===== src/rtl/rr_arbiter_4.sv =====
// Four-requester round-robin arbiter with a bounded tenure per owner.
// Registered one-hot grant plus encoded index that drives the shared-resource mux select.
module rr_arbiter_4 #(
  parameter int MAX_HOLD = 8,
  parameter int CNT_W    = 8
) (
  input  logic       clk,
  input  logic       rst_n,
  input  logic [3:0] req,
  output logic [3:0] grant,
  output logic [1:0] grant_idx,
  output logic       grant_valid
);

  localparam logic [0:0] S_IDLE = 1'b0;
  localparam logic [0:0] S_BUSY = 1'b1;

  logic [0:0]       state_q, state_d;
  logic [1:0]       ptr_q, ptr_d;
  logic [1:0]       idx_q, idx_d;
  logic [CNT_W-1:0] cnt_q, cnt_d;
  logic [3:0]       grant_q, grant_d;
  logic             valid_q, valid_d;

  logic [3:0] others;
  logic [1:0] win_all, win_oth, win;
  logic       expired, load, clear;

  // First set bit of r searching p, p+1, ... modulo 4; the lowest offset wins.
  function automatic logic [1:0] arb(input logic [3:0] r, input logic [1:0] p);
    logic [1:0] w;
    logic [1:0] i;
    w = p;
    for (int k = 3; k >= 0; k--) begin
      i = p + k[1:0];
      if (r[i]) w = i;
    end
    return w;
  endfunction

  always_comb begin
    others  = req & ~grant_q;
    win_all = arb(req, ptr_q);
    win_oth = arb(others, ptr_q);
    expired = (cnt_q == CNT_W'(MAX_HOLD - 1));
    load    = 1'b0;
    clear   = 1'b0;
    win     = win_all;
    state_d = state_q;
    ptr_d   = ptr_q;
    idx_d   = idx_q;
    cnt_d   = cnt_q;
    grant_d = grant_q;
    valid_d = valid_q;

    case (state_q)
      S_IDLE: load = |req;
      default: begin
        if (!req[idx_q]) begin
          load  = |req;
          clear = ~|req;
        end else if (expired) begin
          // Tenure is up: hand over to a waiting requester, or restart the count.
          cnt_d = '0;
          load  = |others;
          win   = win_oth;
        end else begin
          cnt_d = cnt_q + CNT_W'(1);
        end
      end
    endcase

    if (load) begin
      state_d = S_BUSY;
      grant_d = 4'b0001 << win;
      idx_d   = win;
      valid_d = 1'b1;
      cnt_d   = '0;
      ptr_d   = win + 2'd1;
    end else if (clear) begin
      state_d = S_IDLE;
      grant_d = 4'b0000;
      idx_d   = 2'b00;
      valid_d = 1'b0;
      cnt_d   = '0;
    end
  end

  always_ff @(posedge clk or negedge rst_n) begin
    if (!rst_n) begin
      state_q <= S_IDLE;
      ptr_q   <= 2'd0;
      idx_q   <= 2'd0;
      cnt_q   <= '0;
      grant_q <= 4'b0000;
      valid_q <= 1'b0;
    end else begin
      state_q <= state_d;
      ptr_q   <= ptr_d;
      idx_q   <= idx_d;
      cnt_q   <= cnt_d;
      grant_q <= grant_d;
      valid_q <= valid_d;
    end
  end

  assign grant       = grant_q;
  assign grant_idx   = idx_q;
  assign grant_valid = valid_q;

endmodule


===== config.mk =====
export PLATFORM = sky130hd
export DESIGN_NAME = rr_arbiter_4
export DESIGN_NICKNAME = d
export VERILOG_FILES = /design/src/rtl/rr_arbiter_4.sv
export SDC_FILE = /design/constraint.sdc
export NUM_CORES = 1
export LEC_CHECK = 0
export BUFFER_PORTS_ARGS = -buffer_cell sky130_fd_sc_hd__buf_2
export CAP_MARGIN = 20
export CORE_ASPECT_RATIO = 0.75
export CORE_MARGIN = 2
export CORE_UTILIZATION = 51
export DETAILED_ROUTE_END_ITERATION = 8
export PLACE_DENSITY_LB_ADDON = 0.12
export SYNTH_ARGS = -nofsm -noshare
export SYNTH_HDL_FRONTEND = slang
export SYNTH_SLANG_ARGS = --single-unit
export TNS_END_PERCENT = 1

===== constraint.sdc =====
create_clock -name clk -period 2.1 [get_ports clk]
set_input_delay 0.21 -clock clk [delete_from_list [all_inputs] [get_ports clk]]
set_output_delay 0.21 -clock clk [all_outputs]
set_load 0.05 [all_outputs]

==> impl_metrics.toml <==
[synth]
synth_top_family_by_area = "simple AND/OR/NAND/NOR gates"
synth_area_leaders = "dfrtp_1 37%, o21ai_0 6.1%, nand2_1 5.6%, nand2b_1 3.8%, nand3_1 3.5%"
avgSynthCellArea_um2 = 8.69
ys_types = 46
syn_inst = 132
synth_xor_area_frac = 0.00763
synthSimpleGateAreaFrac = 0.316
syn-cell-area_um2 = 1150
seq_area_frac_synth = 0.371
synth_ff_type = "dfrtp_1"
synth_top_cell_area_share = 0.371
syn_nets = 139
synth-seq-cells = 17
synth_fa_ha_area_frac = 0.0109
yosys.area.top_type = "dfrtp_1"
yosysWarnings = 0
synthMuxAreaShare = 0.0174
synth_edf_count = 0
synth_compound_area_frac = 0.254
synthArstFlopShare = 1.00

[global_route]
grt_pass1_vias = 981
grt_max_degree = 18
grtUsageTotal = 0.239
overflow = 0
grt_first_pass_wirelength_mm = 4.66
antenna_found_initial = 0

[floorplan]
dieArea_um2 = 2650
chipHeight_um = 45.1
row_count = 14
io-pin-count = 13
core_area_um2 = 2070
start_util = 0.555
die_w_um = 58.8

[timing]
slew-limit-headroom = 0.688
slew_viol_final = 0
skew_ns = 0.000928
setup_violations = 3
setup_ws_ns = -0.0456
max_freq_ghz = 0.466
finalCritPeriodShare = 1.02
period_needed_ns = 2.15
hold_viol = 0
worstMarginPinSlew_ns = 0.466
rsz0062_at_grt = "true"

[outcome]
violations = "design-rule violations, negative setup slack"
outcome = "complete, but fails checks"

[power_and_ir_drop]
p_leak_nw = 0.627
peakVddDrop_uv = 958
cellPowerDensity_nw_per_um2 = 1230

[drt]
drc = 1
wl_per_cell_um = 15.4
drt_iter0_drc = 79
viasPerCell = 6.12
wl_mm = 2.86
num_vias = 1139
firstDrtPassIters = 6
postRouteAntennaNets = 0

[final_layout]
nNetsFinal = 170
fillers = 169
stdcell_count = 186
area_delta_synth_final_pct = 22.4
utilization = 0.679
drive_above_1_share = 0.302
insertedDiodeCount = 0

[critical_path]
r2r_cells = 6
end_kind = "register"
cp.arrival_ns = 2.37
setup.worst_path.start_class = "register"
r2r-start = "cnt_q[3]"
cp-startpoint = "cnt_q[3]"
cp_slowest_stage_delay_ns = 0.55
cp_max_fo = 3
cp_slowest_cell = "or4_4"
path_class = "register to register"
timing.rr.end = "ptr_q[1]"
worstPathRequired_ns = 2.32
r2r_slack_ns = -0.05
crit_path_cell_trace = "or4_4, or3_4, o21a_4, a2111oi_4, nand4_1, o211ai_1"

[placed_design]
io_buffers = 12
finalWeightedCongestion = 1.02
place_inst = 181
pre_cts_ws_ns = -0.0295
place_hpwl_mm = 2.18

[clocking]
postCtsSetupRepairBufs = 0
clockBufferDepth = 2
tritoncts = "built"
clkLatencyLatePin_ns = 0.30
cts_buffers = 3
cts_root_buf = "clkbuf_4"
clk_pin_slew_worst_paths_ns = 0.10
clock-sinks = 17
cts_htree_levels = 1

[flow_run]
max_cap_violations = 0

[hold_path]
min_path_type = "primary input to asynchronous set/reset pin"
-- flip-flops by register name (all words and copies together) (netlist names) --
signal / flops
cnt_q: 8
grant: 4
grant_idx: 2
grant_valid: 1
ptr_q: 2
-- synthesized netlist by cell type (all sizes together), types with 2 or more instances --
| cell type | count |
|---|---|
| and3 | 5 |
| dfrtp | 17 |
| nand2b | 7 |
| mux2i | 2 |
| o21ai | 17 |
| nand4 | 3 |
| o211ai | 2 |
| nor2b | 5 |
| o221ai | 2 |
| a21boi | 2 |
| or3b | 2 |
| clkbuf | 2 |
| or3 | 2 |
| nand2 | 17 |
| and2 | 2 |
| o21bai | 2 |
| a21o | 2 |
| inv | 2 |
| nand3 | 8 |
| nor2 | 7 |
| nor3 | 2 |
| nor4 | 2 |
-- per-layer routing --
metal / GRT usage / part of all wire / up-vias
met4: 0.0409 / 0.0073 / 0
met1: 0.384 / 0.50 / 517
met3: 0.0659 / 0.092 / 4
li1: - / - / 562
met5: 0 / 0 / -
met2: 0.320 / 0.40 / 56
-- timing repair --
| item | 4_1_cts | 5_1_grt |
|---|---|---|
| endpoints found under the setup margin | 5 | 10 |
| pin swaps | 1 | 0 |
| endpoints found under the hold margin | 17 | 0 |
| hold buffers | 1 | 0 |
| gates resized for setup | 2 | 5 |
-- through the flow --
| step | TNS (ns) | cell area [um2] | power (W) | hold slack (ns) |
|---|---|---|---|---|
| after floorplan | -0.0164 | 1150 | 0.00118 | -0.0856 |
| after global placement | 0 | 1340 | 0.00149 | 0.157 |
| after detailed placement | -0.0295 | 1340 | 0.00151 | 0.162 |
| after CTS | -0.0423 | 1390 | 0.00170 | 0.359 |
| after global routing | -0.502 | 1400 | 0.00184 | 0.392 |
| final | -0.0579 | 1400 | 0.00172 | 0.352 |
-- critical path, delay by kind of cell (launching register included) --
family | cells | cell delay, ns
compound gates | 3 | 0.57
flops | 1 | 0.40
simple gates | 3 | 1.10
-- worst max path at each step --
stage | slack [ns] | end
after floorplan | -0.02 | ptr_q[1]
after global placement | 0.01 | ptr_q[1]
after detailed placement | -0.03 | ptr_q[1]
after CTS | -0.03 | ptr_q[1]
after global routing | -0.13 | ptr_q[1]
final | -0.05 | ptr_q[1]
-- where the power goes --
group | switching [W] | leakage (nW) | total (W) | internal [W]
clock network | 0.000112 | 0.0139 | 0.000185 | 0.0000726
logic | 0.000622 | 0.396 | 0.00103 | 0.000404
registers | 0.0000919 | 0.218 | 0.000509 | 0.000417
-- final cells by class --
class | count | area, um2 | share of cell area
repair buffers | 29 | 190 | 0.135
clock buffers | 3 | 22.5 | 0.0160
inverters | 2 | 7.51 | 0.00535
flip-flops and latches | 17 | 428 | 0.305
multi-input cells | 110 | 718 | 0.512
well taps | 24 | 30.0 | 0.0214
clock inverters | 1 | 7.51 | 0.00535
-- logic make-up after synthesis --
family / count (synthesis)
flip-flops: 17
AND/OR/NAND/NOR: 67
buffers and inverters: 5
XOR/XNOR: 1
adder cells (fa/ha/maj): 1
multiplexers: 2
AO/OA/AOI/OAI: 39
-- cells in the final DEF, fill, tap and decap left out, types with 2 or more instances in the layout --
master and n:
nor4_1 2, clkbuf_4 3, dfrtp_2 2, o211ai_1 2
and3_1 3, nor2b_1 5, o21ai_1 4, inv_1 2
o21ai_0 12, dfrtp_1 15, o21bai_1 2, and2_1 2
nand3_1 8, o221ai_1 2, mux2i_1 2, nor2_1 7
nand2b_1 7, or3b_2 2, buf_2 12, a21boi_0 2
nand2_1 16, buf_4 16, nand4_1 3, and3_2 2
No activity file was read; power rests on OpenSTA's default activity.
